File: src/rtl/core_sequencer.sv
// Multi-cycle control sequencer: walks each instruction through fetch, decode/execute and
// memory/writeback with start/done handshakes, commits PC on retire, halts, and traps hung stages.
module core_sequencer #(
   parameter int unsigned TIMEOUT = 255,
   parameter int unsigned CNT_W   = 32
) (
   input  logic             clk,
   input  logic             rst,
   output logic             fetch_start,
   input  logic             fetch_done,
   output logic             de_start,
   input  logic             de_done,
   output logic             mw_start,
   input  logic             mw_done,
   input  logic             halt_req,
   output logic             pc_we,
   output logic [CNT_W-1:0] retire_count,
   output logic [2:0]       state,
   output logic             halted,
   output logic             error
);

   localparam int unsigned WAIT_W = (TIMEOUT > 1) ? $clog2(TIMEOUT + 1) : 1;

   typedef enum logic [2:0] {
      S_IDLE = 3'd0,
      S_IF   = 3'd1,
      S_DE   = 3'd2,
      S_MW   = 3'd3,
      S_HALT = 3'd4,
      S_ERR  = 3'd5
   } state_e;

   state_e             state_q, state_d;
   logic [WAIT_W-1:0]  wait_q, wait_d;
   logic [CNT_W-1:0]   retire_q, retire_d;
   logic               fetch_start_q, fetch_start_d;
   logic               de_start_q, de_start_d;
   logic               mw_start_q, mw_start_d;
   logic               pc_we_q, pc_we_d;
   logic               halted_q, halted_d;
   logic               error_q, error_d;
   logic               first_cycle, in_stage, done_sel, done_acc, timeout_hit;

   always_comb begin
      state_d       = state_q;
      wait_d        = wait_q;
      retire_d      = retire_q;
      halted_d      = halted_q;
      error_d       = error_q;
      pc_we_d       = 1'b0;
      done_sel      = 1'b0;

      // The start-pulse cycle of a stage never accepts its done, giving a 2-cycle minimum occupancy.
      first_cycle = fetch_start_q | de_start_q | mw_start_q;
      in_stage    = (state_q == S_IF) || (state_q == S_DE) || (state_q == S_MW);
      case (state_q)
         S_IF:    done_sel = fetch_done;
         S_DE:    done_sel = de_done;
         S_MW:    done_sel = mw_done;
         default: done_sel = 1'b0;
      endcase
      done_acc    = in_stage && !first_cycle && done_sel;
      timeout_hit = (TIMEOUT != 0) && in_stage && !done_acc && (wait_q == WAIT_W'(TIMEOUT));

      case (state_q)
         S_IDLE: state_d = S_IF;
         S_IF: begin
            if (done_acc)         state_d = S_DE;
            else if (timeout_hit) state_d = S_ERR;
         end
         S_DE: begin
            if (done_acc)         state_d = S_MW;
            else if (timeout_hit) state_d = S_ERR;
         end
         S_MW: begin
            if (done_acc) begin
               retire_d = retire_q + 1'b1;
               if (halt_req) begin
                  state_d  = S_HALT;
                  halted_d = 1'b1;
               end else begin
                  state_d = S_IF;
                  pc_we_d = 1'b1;
               end
            end else if (timeout_hit) begin
               state_d = S_ERR;
            end
         end
         default: state_d = state_q;
      endcase

      if (timeout_hit) error_d = 1'b1;

      fetch_start_d = (state_d == S_IF) && (state_q != S_IF);
      de_start_d    = (state_d == S_DE) && (state_q != S_DE);
      mw_start_d    = (state_d == S_MW) && (state_q != S_MW);

      // Every stage entry restarts the watchdog; a timeout always leaves the stage, so no overflow.
      if (state_d != state_q)               wait_d = '0;
      else if (in_stage && (TIMEOUT != 0))  wait_d = wait_q + 1'b1;
   end

   always_ff @(posedge clk) begin
      if (rst) begin
         state_q       <= S_IDLE;
         wait_q        <= '0;
         retire_q      <= '0;
         fetch_start_q <= 1'b0;
         de_start_q    <= 1'b0;
         mw_start_q    <= 1'b0;
         pc_we_q       <= 1'b0;
         halted_q      <= 1'b0;
         error_q       <= 1'b0;
      end else begin
         state_q       <= state_d;
         wait_q        <= wait_d;
         retire_q      <= retire_d;
         fetch_start_q <= fetch_start_d;
         de_start_q    <= de_start_d;
         mw_start_q    <= mw_start_d;
         pc_we_q       <= pc_we_d;
         halted_q      <= halted_d;
         error_q       <= error_d;
      end
   end

   assign fetch_start  = fetch_start_q;
   assign de_start     = de_start_q;
   assign mw_start     = mw_start_q;
   assign pc_we        = pc_we_q;
   assign retire_count = retire_q;
   assign state        = state_q;
   assign halted       = halted_q;
   assign error        = error_q;

endmodule

File: config.mk
export PLATFORM = sky130hd
export DESIGN_NAME = core_sequencer
export DESIGN_NICKNAME = d
export VERILOG_FILES = /design/src/rtl/core_sequencer.sv
export SDC_FILE = /design/constraint.sdc
export NUM_CORES = 1
export LEC_CHECK = 0
export CAP_MARGIN = 15
export CORE_ASPECT_RATIO = 0.75
export CORE_MARGIN = 4
export CORE_UTILIZATION = 51
export DETAILED_ROUTE_END_ITERATION = 8
export PLACE_DENSITY = 0.79
export SYNTH_ARGS = -nofsm -noshare
export SYNTH_HDL_FRONTEND = slang
export SYNTH_SLANG_ARGS = --single-unit
export TNS_END_PERCENT = 5
File: constraint.sdc
create_clock -name clk -period 2.16 [get_ports clk]
set_clock_uncertainty 0.1 [all_clocks]
set_input_delay 0.432 -clock clk [delete_from_list [all_inputs] [get_ports clk]]
set_output_delay 0.432 -clock clk [all_outputs]
set_load 0.01 [all_outputs]
==> out/metrics.yaml <==
logic_synthesis:
  synthSimpleGateAreaFrac_pct: 32.37
  synth_top_family_by_area: "simple AND/OR/NAND/NOR gates"
  synth_fa_ha_area_share_pct: 1.068
  synthFlopType: "dfxtp_1"
  synthMuxAreaShare_pct: 1.282
  syn-num-nets: 281
  ys_warn_count: 0
  syn_area_um2: 2342
  ys_seq_area_share_pct: 41.88
  synth_xor_area_share_pct: 6.357
  ys_types: 48
  synth_compound_area_share_pct: 13.14
  ys_ff_latch: 49
  synth_cells: 273
  syn_avg_cell_area_um2: 8.580
  async_flop_share_pct: 0
  synth-edff-count: 0
clock_tree:
  numCtsBuffers: 5
  tritoncts: "done"
  cts_setup_buffers: 0
  hold_buffers: 0
  htree_levels: 2
  clock_latency_ns: 0.29
  clkTransAtPathRegs_ns: 0.09
  root_buffer: "clkbuf_8"
  clockBufferDepth: 2
  clkSinkCount: 49
placement:
  dp_cells: 384
  dp_slack_ns: -0.2121
  gp_congestion: 0.8154
  numPortBuffers: 46
  post-dp-hpwl_um: 4175
power_and_ir_drop:
  report.power.total_w: 0.001659
  power_frac_comb_pct: 12.6
  p_leak_nw: 1.040
  internal-power_w: 0.001250
  power_switching_share_pct: 24.65
  p_clk_share_pct: 31.0
  power_density_nw_per_um2: 544.5
  power.switching_w: 0.0004089
  ir_drop_mv: 0.4375
  p_seq_share_pct: 56.4
final_layout:
  nNetsFinal: 342
  fin_util_pct: 68.61
  drive_gt1_share_pct: 12.54
  diodes: 0
  finalNonFillerCells: 392
  layout-area-overhead-vs-synth_pct: 30.07
sta:
  drv_slew: 0
  max_slew.worst_pin.slew_ns: 0.3970
  rsz0062_at_grt: "yes"
  post-route-period-util_pct: 94.47
  setup_violations: 0
  max_slew_margin_pct: 73.33
  worst_hold_slack_ns: 0.3835
  max_freq_mhz: 490.1
  setup_ws_ns: 0.1195
  min_period_ns: 2.040
  hold_violations: 0
hold_path:
  hp-class: "flip-flop to flip-flop"
route:
  wl_per_cell_um: 14.18
  drtIter0Drc: 98
  wl_um: 5559
  num_vias: 2168
  dr.pass1.iters: 4
  antenna_left: 0
  drc: 0
  vias_per_cell: 5.531
global_routing:
  grt_pass1_wl_um: 9301
  grt_usage_pct: 20.12
  overflow: 0
  antenna_found_initial: 0
  grt_max_degree: 22
  grt_pass1_vias: 1998
worst_setup_path:
  arrival_ns: 2.16
  start_kind: "input port"
  crit_required_ns: 2.28
  path_max_fanout: 10
  critPathCaptureType: "flip-flop"
  critPathKind: "input port to flip-flop"
die:
  core_area_um2: 4441
  die-area_um2: 5752
  die_h_um: 66.69
  fp-row-count: 21
  die_x_um: 86.25
  ios: 47
  start_util_pct: 52.75
status:
  outcome: "complete, no violations"
job:
  cap_violations: 0
[synthesized netlist by cell type (2+ instances only)]
cell type | n | area (um^2)
xnor2_1 | 9 | 78.83
inv_1 | 6 | 22.52
o21ai_0 | 13 | 65.06
o21ai_1 | 7 | 35.03
nand4_1 | 8 | 50.05
nand2b_1 | 2 | 12.51
nand2_1 | 22 | 82.58
a21oi_1 | 25 | 125.1
nor2b_1 | 2 | 12.51
nand3b_1 | 2 | 15.01
nor3_1 | 3 | 15.01
nor4_1 | 6 | 37.54
clkbuf_1 | 7 | 26.28
xor2_1 | 8 | 70.07
and4_1 | 6 | 52.55
ha_1 | 2 | 25.02
nand4_2 | 3 | 37.54
nor3b_1 | 2 | 15.01
or3_1 | 12 | 75.07
or3_2 | 3 | 22.52
nand3_1 | 11 | 55.05
buf_6 | 3 | 33.78
dfxtp_1 | 49 | 980.9
nor4_2 | 2 | 25.02
mux2i_1 | 3 | 30.03
and2_1 | 3 | 18.77
nor2_1 | 28 | 105.1
and3_1 | 6 | 37.54
[per-stage QoR]
step | instance area [um^2] | setup TNS, ns
final | 3047 | 0
after global routing | 3047 | -0.02162
after CTS | 3035 | 0
after detailed placement | 2955 | -2.886
after global placement | 2955 | -1.921
after floorplan | 2342 | 0
[power groups by stage]
stage | Combinational [W] | Clock (W) | Sequential, W
floorplan | 0.000121 | 0 | 0.000962
global placement | 0.000204 | 0 | 0.000956
detailed placement | 0.000208 | 0 | 0.000957
CTS | 0.000209 | 0.000518 | 0.000935
global route | 0.000225 | 0.000556 | 0.000939
finish | 0.000209 | 0.000515 | 0.000935
[cells in the final DEF (no fill, tap or decap), types with 5 or more instances in the layout]
| cell type | count |
|---|---|
| clkdlybuf4s50_1 | 46 |
| nand2_1 | 22 |
| xnor2_1 | 9 |
| nand4_1 | 8 |
| dfxtp_1 | 49 |
| and4_1 | 5 |
| nor2_1 | 28 |
| clkbuf_8 | 5 |
| o21ai_0 | 13 |
| a21oi_1 | 25 |
| xor2_1 | 8 |
| buf_4 | 20 |
| o21ai_1 | 7 |
| nand3_1 | 11 |
| inv_1 | 6 |
| and3_1 | 6 |
| nor4_1 | 6 |
| or3_1 | 12 |
[cells by family after synthesis]
| group | Yosys count |
|---|---|
| buffers and inverters | 18 |
| AO/OA/AOI/OAI | 54 |
| AND/OR/NAND/NOR | 130 |
| flip-flops | 49 |
| multiplexers | 3 |
| XOR/XNOR | 17 |
| adder cells (fa/ha/maj) | 2 |
[state kept, by name, summed over array words and instances (netlist names)]
| signal | flops |
|---|---|
| halted | 1 |
| fetch_start | 1 |
| mw_start | 1 |
| state | 3 |
| retire_count | 32 |
| pc_we | 1 |
| wait_q | 8 |
| de_start | 1 |
| error | 1 |
[critical path, cell delays in order]
cell	delay (ns)
clkdlybuf4s50_1	0.48
and3b_2	0.25
nand4_2	0.11
or2_1	0.34
or3_1	0.38
a21oi_1	0.17
[layer usage]
layer,share of wire [%],global-route usage (%),vias to the layer above
met5,0,0,-
met4,0.34,4.669,0
met3,6.0,4.079,2
met2,46,33.27,62
met1,48,27.09,1001
li1,-,-,1103
[final timing paths]
check	slack, ns	depth (start not counted)	startpoint	endpoint
worst max-delay path	0.12	6	mw_done	retire_count[25]
worst min register to register	0.38	2	halted	halted
worst max register to register	0.12	5	state[2]	retire_count[25]
worst min-delay path	0.38	2	halted	halted
[timing repair]
action                                  4_1_cts  5_1_grt
resized for setup                             0        3
endpoints found under the setup margin        0        7
endpoints found under the hold margin         0        0
[area by class of cell]
cell class | count | area, um^2
timing repair buffer | 66 | 610.6
clock buffer | 8 | 80.08
fill | 365 | 1394
sequential | 49 | 980.9
tap | 57 | 71.32
multi-input combinational | 206 | 1281
inverter | 6 | 22.52
(Power assumes the default switching activity.)
